### src/rtl/uart_rx_frame_ctrl.sv
// uart_rx_frame_ctrl
//   Sequences the UART receiver's byte strobes into checked packets:
//   SYNC_BYTE, length (1..MAX_LEN), payload, 8-bit additive checksum.
//   The checksum covers the length byte and the payload.
//   A good frame is held until the consumer handshakes it. During that
//   time the payload can be read at random addresses.
//
// Ports
//   clk, rst_n           single clock, asynchronous active-low reset
//   i_rx_dv, i_rx_byte   one-cycle byte strobe and data from the receiver
//   o_frame_valid        stored frame available (HOLD state)
//   i_frame_ready        consumer accepts the stored frame
//   o_frame_len          payload length of the stored frame (0 when none held)
//   i_rd_addr, o_rd_data combinational payload read; 0 beyond o_frame_len
//   o_err, o_err_code    one-cycle error pulse:
//                        0 overrun, 1 bad length, 2 bad checksum, 3 timeout
//   o_busy               high whenever the controller is not IDLE
module uart_rx_frame_ctrl #(
  parameter int         CLKS_PER_BIT = 87,
  parameter int         MAX_LEN      = 16,
  parameter logic [7:0] SYNC_BYTE    = 8'hAA,
  parameter int         TIMEOUT_BITS = 20,
  localparam int        AW           = (MAX_LEN > 1) ? $clog2(MAX_LEN) : 1
) (
  input  logic          clk,
  input  logic          rst_n,
  input  logic          i_rx_dv,
  input  logic [7:0]    i_rx_byte,
  output logic          o_frame_valid,
  input  logic          i_frame_ready,
  output logic [7:0]    o_frame_len,
  input  logic [AW-1:0] i_rd_addr,
  output logic [7:0]    o_rd_data,
  output logic          o_err,
  output logic [1:0]    o_err_code,
  output logic          o_busy
);

  localparam int         TIMEOUT_CYC = TIMEOUT_BITS * CLKS_PER_BIT;
  localparam int         CW          = $clog2(TIMEOUT_CYC + 1);
  localparam logic [7:0] MAX_LEN_B   = 8'(MAX_LEN);

  localparam logic [1:0] ERR_OVR = 2'd0;
  localparam logic [1:0] ERR_LEN = 2'd1;
  localparam logic [1:0] ERR_CHK = 2'd2;
  localparam logic [1:0] ERR_TMO = 2'd3;

  typedef enum logic [2:0] {
    IDLE     = 3'd0,
    GET_LEN  = 3'd1,
    GET_DATA = 3'd2,
    GET_CHK  = 3'd3,
    HOLD     = 3'd4
  } state_t;

  state_t         r_state;
  logic [7:0]     r_len;
  logic [7:0]     r_frame_len;
  logic [7:0]     r_sum;
  logic [7:0]     r_idx;
  logic [CW-1:0]  r_cnt;
  logic           r_valid;
  logic           r_err;
  logic [1:0]     r_err_code;
  logic           r_busy;
  logic [7:0]     r_buf [MAX_LEN];

  logic           w_expire;
  logic           w_buf_we;

  // Expiry is ignored when a byte lands on the same edge.
  assign w_expire = (r_cnt == CW'(TIMEOUT_CYC - 1));
  assign w_buf_we = (r_state == GET_DATA) && i_rx_dv;

  always_ff @(posedge clk or negedge rst_n) begin
    if (!rst_n) begin
      r_state     <= IDLE;
      r_len       <= 8'd0;
      r_frame_len <= 8'd0;
      r_sum       <= 8'd0;
      r_idx       <= 8'd0;
      r_cnt       <= '0;
      r_valid     <= 1'b0;
      r_err       <= 1'b0;
      r_err_code  <= 2'd0;
      r_busy      <= 1'b0;
    end else begin
      r_err <= 1'b0;
      case (r_state)
        IDLE: begin
          r_sum <= 8'd0;
          r_idx <= 8'd0;
          r_cnt <= '0;
          if (i_rx_dv && (i_rx_byte == SYNC_BYTE)) begin
            r_state <= GET_LEN;
            r_busy  <= 1'b1;
          end
        end

        GET_LEN: begin
          if (i_rx_dv) begin
            r_cnt <= '0;
            if ((i_rx_byte == 8'd0) || (i_rx_byte > MAX_LEN_B)) begin
              r_err      <= 1'b1;
              r_err_code <= ERR_LEN;
              r_state    <= IDLE;
              r_busy     <= 1'b0;
            end else begin
              r_len   <= i_rx_byte;
              r_sum   <= i_rx_byte;
              r_state <= GET_DATA;
            end
          end else if (w_expire) begin
            r_err      <= 1'b1;
            r_err_code <= ERR_TMO;
            r_state    <= IDLE;
            r_busy     <= 1'b0;
          end else begin
            r_cnt <= r_cnt + CW'(1);
          end
        end

        GET_DATA: begin
          if (i_rx_dv) begin
            r_cnt <= '0;
            r_sum <= r_sum + i_rx_byte;
            r_idx <= r_idx + 8'd1;
            if (r_idx == (r_len - 8'd1))
              r_state <= GET_CHK;
          end else if (w_expire) begin
            r_err      <= 1'b1;
            r_err_code <= ERR_TMO;
            r_state    <= IDLE;
            r_busy     <= 1'b0;
          end else begin
            r_cnt <= r_cnt + CW'(1);
          end
        end

        GET_CHK: begin
          if (i_rx_dv) begin
            r_cnt <= '0;
            if (i_rx_byte == r_sum) begin
              r_state     <= HOLD;
              r_valid     <= 1'b1;
              r_frame_len <= r_len;
            end else begin
              r_err      <= 1'b1;
              r_err_code <= ERR_CHK;
              r_state    <= IDLE;
              r_busy     <= 1'b0;
            end
          end else if (w_expire) begin
            r_err      <= 1'b1;
            r_err_code <= ERR_TMO;
            r_state    <= IDLE;
            r_busy     <= 1'b0;
          end else begin
            r_cnt <= r_cnt + CW'(1);
          end
        end

        HOLD: begin
          // No room for a second frame: any byte now is lost, even on
          // the handshake edge.
          if (i_rx_dv) begin
            r_err      <= 1'b1;
            r_err_code <= ERR_OVR;
          end
          if (i_frame_ready) begin
            r_state     <= IDLE;
            r_valid     <= 1'b0;
            r_frame_len <= 8'd0;
            r_busy      <= 1'b0;
          end
        end

        default: begin
          r_state <= IDLE;
          r_valid <= 1'b0;
          r_busy  <= 1'b0;
        end
      endcase
    end
  end

  // Payload store: not reset, only written while collecting, so it is
  // frozen in HOLD.
  always_ff @(posedge clk) begin
    if (w_buf_we)
      r_buf[r_idx[AW-1:0]] <= i_rx_byte;
  end

  assign o_frame_valid = r_valid;
  assign o_frame_len   = r_frame_len;
  assign o_err         = r_err;
  assign o_err_code    = r_err_code;
  assign o_busy        = r_busy;
  assign o_rd_data     = (8'(i_rd_addr) < r_frame_len) ? r_buf[i_rd_addr] : 8'h00;

endmodule

### config.mk
export PLATFORM = sky130hd
export DESIGN_NAME = uart_rx_frame_ctrl
export DESIGN_NICKNAME = d
export VERILOG_FILES = /design/src/rtl/uart_rx_frame_ctrl.sv
export SDC_FILE = /design/constraint.sdc
export NUM_CORES = 1
export LEC_CHECK = 0
export CAP_MARGIN = 20
export CORE_ASPECT_RATIO = 0.8
export CORE_MARGIN = 2
export CORE_UTILIZATION = 50
export CTS_BUF_LIST = sky130_fd_sc_hd__clkbuf_4 sky130_fd_sc_hd__clkbuf_8 sky130_fd_sc_hd__clkbuf_16
export DETAILED_ROUTE_END_ITERATION = 8
export DONT_BUFFER_PORTS = 1
export PLACE_DENSITY = 0.76
export SLEW_MARGIN = 20
export SYNTH_ARGS = -nofsm -noshare
export SYNTH_HDL_FRONTEND = slang
export SYNTH_SLANG_ARGS = --single-unit
### constraint.sdc
create_clock -name clk -period 3.4 [get_ports clk]
set_input_delay 0.68 -clock clk [delete_from_list [all_inputs] [get_ports clk]]
set_output_delay 0.68 -clock clk [all_outputs]
set_load 0.005 [all_outputs]
==> results of run 1 <==
==> critical path, cell delays in order, from the launching register on <==
cell	delay, ns
dfrtp_1	0.40
inv_1	0.06
ha_1	0.28
a21o_1	0.16
a21o_1	0.18
a21oi_1	0.16
nor2_1	0.06
buf_4	0.18
nor2b_1	0.20
==> flip-flops by register name, summed over array words and instances, names as in the netlist <==
register,flops
r_buf,128
r_cnt,11
o_frame_len,8
r_idx,8
r_len,8
r_sum,8
r_state,3
o_err_code,2
o_busy,1
o_err,1
o_frame_valid,1
==> power groups by stage <==
stage | clock (W) | combinational, W | sequential [W]
after floorplan | 0 | 0.000108 | 0.00239
after global placement | 0 | 0.000105 | 0.00240
after detailed placement | 0 | 0.000108 | 0.00240
after CTS | 0.00200 | 0.000125 | 0.00235
after global routing | 0.00208 | 0.000134 | 0.00235
final | 0.00197 | 0.000123 | 0.00235
==> Yosys cell counts, types with 2 or more instances <==
| cell | instances |
|---|---|
| nand3_1 | 10 |
| a21oi_1 | 13 |
| o41ai_1 | 2 |
| a22oi_1 | 4 |
| and3_1 | 9 |
| edfxtp_1 | 128 |
| a31oi_1 | 2 |
| nand2_1 | 50 |
| or3_1 | 6 |
| nor3_1 | 16 |
| buf_1 | 3 |
| mux4_2 | 40 |
| nand2b_1 | 5 |
| xor2_1 | 11 |
| or4_1 | 2 |
| nor4_1 | 4 |
| inv_1 | 15 |
| a32o_1 | 2 |
| a22o_1 | 2 |
| o21ai_0 | 41 |
| a21o_1 | 2 |
| buf_2 | 5 |
| a211oi_1 | 3 |
| xnor2_1 | 10 |
| and2_1 | 5 |
| dfrtp_1 | 51 |
| a32oi_1 | 2 |
| nor4b_1 | 4 |
| mux2_2 | 6 |
| nor4bb_1 | 2 |
| nand4_1 | 4 |
| clkbuf_1 | 13 |
| nor2b_1 | 15 |
| o211ai_1 | 2 |
| ha_1 | 16 |
| nor2_1 | 34 |
==> cell usage in the layout (no fill, tap or decap), types with 11 or more instances in the layout <==
master,count
a21oi_1,13
edfxtp_1,128
buf_4,18
o21ai_0,41
nor3_1,16
inv_1,15
clkbuf_16,17
xor2_1,11
ha_1,16
nor2b_1,15
nor2_1,34
dfrtp_1,51
nand2_1,50
mux4_2,40
==> layer usage <==
| layer | part of all wire (%) | vias to the layer above | global-route usage [%] |
|---|---|---|---|
| met4 | 1.3 | 0 | 7.97 |
| met1 | 45 | 2473 | 32.0 |
| met3 | 8.3 | 25 | 4.77 |
| li1 | - | 2162 | - |
| met2 | 46 | 248 | 33.3 |
| met5 | 0 | - | 0 |
==> cell families after synthesis <==
group / count (synthesis) / synth area share (%)
muxes: 47 / 12.2
xor gates and xnor gates: 21 / 2.29
AOI/OAI and AO/OA: 85 / 6.46
DFF: 179 / 63.9
buffers and inverters: 36 / 1.76
and+or+nand+nor: 170 / 10.7
adders and majority gates: 17 / 2.75
==> through the flow <==
stage / util [%] / power (W) / instances / setup slack [ns] / area [um^2]
floorplan: - / 0.00250 / 555 / 0.487 / 8020
global placement: 52.9 / 0.00250 / 767 / 0.732 / 8340
detailed placement: 52.9 / 0.00250 / 767 / 0.584 / 8340
CTS: 56.9 / 0.00447 / 799 / 0.547 / 8960
global route: 56.9 / 0.00456 / 800 / 0.444 / 8960
finish: 56.9 / 0.00444 / 800 / 0.600 / 8960
==> worst max-delay path by stage <==
stage                   start              to  slack, ns
2_1_floorplan    i_rd_addr[0]    o_rd_data[0]       0.49
3_5_place_dp     i_rx_byte[3]  o_frame_len[5]       0.58
5_1_grt        o_frame_len[1]    o_rd_data[2]       0.44
4_1_cts        o_frame_len[1]    o_rd_data[7]       0.55
3_3_place_gp     i_rx_byte[1]          o_busy       0.73
6_report       o_frame_len[1]    o_rd_data[2]       0.60
==> layout make-up <==
cell class | instances | area [um^2] | area share (%)
clock buffer | 18 | 433 | 4.83
clock inverter | 13 | 160 | 1.79
inverter | 15 | 56.3 | 0.628
multi-input combinational | 340 | 2760 | 30.8
sequential | 179 | 5120 | 57.1
tap | 215 | 269 | 3.00
timing repair buffer | 20 | 168 | 1.87
==> repair_timing <==
item	4_1_cts	5_1_grt
endpoints found under the hold margin	51	0
gates resized for setup	0	0
hold buffers	1	0
endpoints found under the setup margin	0	0
==> qor.yml, run 1 <==
status: "finished clean"
synth.distinct_cells: 52
max_freq_ghz: 0.357
core_area_um2: 15700
drv_cap: 0
grt_pass1_vias: 4849
grt_usage_pct: 22.0
syn_area_per_cell_um2: 14.4
overflow: 0
clock-root-buffer: "clkbuf_16"
routed_wl_um: 17300
max_slew_margin_pct: 34.5
vias: 4908
final_nets: 606
seq_area_frac_synth_pct: 63.9
cts_buffer_depth: 2
cts_setup_buffers: 0
finalCriticalPeriod_ns: 2.80
areaGrowthSynthToFinish_pct: 11.8
synth_top_area_share_pct: 47.9
synth.net_count: 588
wire_per_inst_um: 21.7
grt_pass1_wl_um: 27800
path_clk_slew_ns: 0.06
drive_above_1_share_pct: 17.1
start_util_pct: 50.9
numCtsBuffers: 17
p_per_area_nw_per_um2: 496
synthArstFlopShare_pct: 28.5
h-tree-depth: 4
skew_ns: 0.00701
dieArea_um2: 17100
rows: 41
synthTopCellsByArea: "edfxtp_1 48%, dfrtp_1 16%, mux4_2 11%"
regToRegSetupSlack_ns: 0.87
path_class: "register to output port"
postSynthCellCount: 555
worstHoldPathType: "input pin to asynchronous set/reset pin"
synth-edff-count: 128
drc: 0
holdWs_ns: 0.0906
first_pass_iters: 5
antenna_cells: 0
worstSetupEndpointType: "output port"
setup_viol: 0
power.switching_w: 0.000869
yosysTopAreaCell: "edfxtp_1"
fill_cells: 1202
swShare_pct: 19.6
power_frac_comb_pct: 2.8
place_congestion: 0.859
cts_tree: "yes"
worstPathRequired_ns: 2.72
ioPinCount: 37
p_int_w: 0.00357
r2r_cells: 5
grt_max_degree: 52
cp-start-kind: "register"
cts.sinks: 179
fp.dieH_um: 117
r2r-start: "r_state[2]"
avgViaCountPerCell: 6.14
arrival_ns: 2.12
die_w_um: 146
drt_first_iter_violations: 499
ir_drop_mv: 0.379
clockPowerShare_pct: 44.3
synth_warnings: 0
clock_latency_ns: 0.43
pwr-share-seq_pct: 52.9
detail-route-antenna-nets: 0
period_share_pct: 82.4
reg2reg_to: "r_sum[7]"
antenna_found_initial: 0
fin_setup_tns_ns: 0
final-hold-violation-count: 0
port_buffers: 0
rsz0062_at_grt: "false"
path_max_fanout: 8
tightest_slew_ns: 0.974
slew_viol_final: 0
leakagePower_nw: 3.14
syn_area_um2: 8020
dp_hpwl_um: 11300
ys.flop_type: "edfxtp_1"
ys_ff_latch: 179
Note: power is estimated with default switching activity, not from simulation.
==> run 2, diff against run 1 <==
--- a/config.mk
+++ b/config.mk
@@ -12,7 +12,7 @@
 export CTS_BUF_LIST = sky130_fd_sc_hd__clkbuf_4 sky130_fd_sc_hd__clkbuf_8 sky130_fd_sc_hd__clkbuf_16
 export DETAILED_ROUTE_END_ITERATION = 8
 export DONT_BUFFER_PORTS = 1
-export PLACE_DENSITY = 0.76
+export PLACE_DENSITY = 0.79
 export SLEW_MARGIN = 20
 export SYNTH_ARGS = -nofsm -noshare
 export SYNTH_HDL_FRONTEND = slang
==> constraint.sdc (replaced) <==
create_clock -name clk -period 2.33 [get_ports clk]
set_input_delay 0.466 -clock clk [delete_from_list [all_inputs] [get_ports clk]]
set_output_delay 0.466 -clock clk [all_outputs]
set_load 0.005 [all_outputs]
==> run 2 against run 1 <==
Net effect: the run now ends with setup timing left; via count is 1.5% higher; global-route usage is 0.52 points higher; critical path depth is 1 lower; clock skew is 0.0034 ns higher; sequential share of layout area is 0.93 points lower; combinational power is 59% higher; power is 45% higher; hold slack better by 0.035 ns; register-to-register slack worse by 0.70 ns; die area stayed put; cell area is 1.6% higher.
==> qor.yml, run 2 (synthesis results as in run 1) <==
status: "finished, violations left"
violations: "setup timing"
start_util_pct: 50.9  # unchanged
wire_per_inst_um: 22.1  # +1.8%
numCtsBuffers: 17  # unchanged
areaGrowthSynthToFinish_pct: 13.6
worstSetupEndpointType: "output port"
arrival_ns: 1.99  # -0.13 ns
dieArea_um2: 17100  # unchanged
cts_setup_buffers: 0  # unchanged
ioPinCount: 37  # unchanged
placed_cells_incl_taps: 778  # +1.4%
rows: 41  # unchanged
worst_hold_startpoint: "i_rx_byte[7]"
most-common-layout-cells: "128 x edfxtp_1, 51 x dfrtp_1, 50 x nand2_1"
avgViaCountPerCell: 6.14  # about the same
max_slew_margin_pct: 61.4  # +27 points
routed_wl_um: 17900  # +3.3%
grt_max_degree: 52  # unchanged
worstHoldPathType: "input pin to register"
period_share_pct: 105
drive_above_1_share_pct: 20.6  # +3.5 points
grt_pass1_vias: 4941  # +1.9%
r2r-start: "r_sum[4]"
die_w_um: 146  # unchanged
cpLargestDelayFamily: "compound AO/OA/AOI/OAI gates"
setup_ws_ns: -0.125  # -0.725 ns
vias: 4983  # +1.5%
max_freq_ghz: 0.407
p_per_area_nw_per_um2: 708  # +43%
slowest_delay_ns: 0.41  # about the same
fin_util_pct: 57.8  # +0.94 points
path_class: "register to output port"
finalCriticalPeriod_ns: 2.46
port_buffers: 0  # unchanged
final-hold-violation-count: 0  # unchanged
worstPathRequired_ns: 1.86  # -0.86 ns
fp.dieH_um: 117  # unchanged
dp_hpwl_um: 11300  # about the same
setup.worst_path.start: "o_frame_len[1]"
path_cells: "inv_1 > ha_1 > a21o_1 > a21o_1 > a21oi_2 > nor2_4 > nor2b_2"
cts.sinks: 179  # unchanged
final_common_cell: "edfxtp_1"
cp-start-kind: "register"
place_congestion: 0.862  # +0.37%
path_common_cell: "a21o_1"
setup_viol: 8  # +8
slew_viol_final: 0  # unchanged
detail-route-antenna-nets: 0  # unchanged
cts_buffer_depth: 2  # unchanged
h-tree-depth: 4  # unchanged
first_pass_iters: 5  # unchanged
rsz0062_at_grt: "true"
clock_latency_ns: 0.43  # about the same
drc: 0  # unchanged
leakagePower_nw: 3.23  # +2.8%
fin_cells: 812  # +1.5%
ir_drop_mv: 0.425  # +12%
grt_usage_pct: 22.5  # +0.52 points
skew_ns: 0.0104  # +0.00337 ns
path_max_fanout: 8  # unchanged
drt_first_iter_violations: 622  # +25%
antenna_cells: 0  # unchanged
critPathBufInv: 1  # -1
overflow: 0  # unchanged
fill_cells: 1162  # -3.3%
tightest_slew_ns: 0.575  # -0.399 ns
largest_reg_flops: 128  # unchanged
cts_tree: "yes"
grt_pass1_wl_um: 28200  # +1.7%
drv_cap: 0  # unchanged
final_nets: 617  # +1.8%
path_clk_slew_ns: 0.07  # about the same
antenna_found_initial: 0  # unchanged
core_area_um2: 15700  # unchanged
regToRegSetupSlack_ns: 0.17  # -0.70 ns
clock-root-buffer: "clkbuf_16"
slowest_stage: "dfrtp_1"
## run 2: cell count changes in the layout (fill, tap and decap cells not counted), sizes merged
cell         change
buf             +10
inv              +5
clkinvlp         -3
bufinv           -2
clkinv           +2
clkbuf           -1
dlygate4sd3      +1
## run 2: routing by layer
metal	vias to the layer above	global-route usage, %	share of wire (%)	wire, um
met5	-	0	0	0
met4	0	7.71	2.4	437
met3	42	7.52	10	1850
met2	245	37.4	49	8700
met1	2506	28.4	39	6940
li1	2190	-	-	-
## run 2: repair_timing
action	4_1_cts	5_1_grt
endpoints found under the hold margin	51	0
pin swaps	3	1
setup endpoints to repair	8	15
hold buffers	2	0
resized for setup	15	2
## run 2: final cells by class
type	instances	area [um^2]	area share, %
Sequential cell	179	5120	56.2
Multi-Input combinational cell	340	2820	30.9
Clock buffer	17	425	4.67
Tap cell	215	269	2.95
Timing Repair Buffer	31	255	2.80
Clock inverter	15	168	1.84
Inverter	15	56.3	0.618
## run 2: worst reg2reg max path, stage by stage (launching register included)
cell      delay, ns
dfrtp_1        0.39
ha_1           0.34
nor4_1         0.28
and3_2         0.28
o21ai_0        0.12
a211oi_1       0.35
a21oi_1        0.10
o22a_1         0.19
## run 2: stage by stage
stage / total power, W / area, um^2 / worst slack, ns / setup TNS, ns / hold slack, ns
after floorplan: 0.00366 / 8050 / 0.00591 / 0 / 0.170
after global placement: 0.00365 / 8420 / 0.152 / 0 / 0.173
after detailed placement: 0.00365 / 8420 / 0.0741 / 0 / 0.173
after CTS: 0.00649 / 9100 / -0.136 / -1.01 / 0.110
after global routing: 0.00663 / 9110 / -0.211 / -1.62 / 0.102
final: 0.00645 / 9110 / -0.125 / -0.954 / 0.125
## run 2: report_power, final
group	leakage [nW]	switching [W]	total, W	internal, W
combinational	1.11	0.0000791	0.000195	0.000116
sequential	1.85	0.00000531	0.00343	0.00342
clock	0.276	0.00131	0.00283	0.00152
total	3.23	0.00139	0.00645	0.00506
## run 2: path summary, 6_finish.rpt
path,endpoint,depth (start not counted)
setup / recovery,o_rd_data[1],7
hold / removal,r_buf[15][7],0
setup reg to reg,o_err_code[1],7
hold reg to reg,r_sum[0],2
max in group asynchronous,r_len[6],2
min in group asynchronous,r_cnt[2],2
==> run 3, diff against run 2 <==
--- a/config.mk
+++ b/config.mk
@@ -5,7 +5,7 @@
 export SDC_FILE = /design/constraint.sdc
 export NUM_CORES = 1
 export LEC_CHECK = 0
-export CAP_MARGIN = 20
+export CAP_MARGIN = 25
 export CORE_ASPECT_RATIO = 0.8
 export CORE_MARGIN = 2
 export CORE_UTILIZATION = 50
==> results of run 3 <==
Final layout, timing and power as in run 2 (identical DEF).
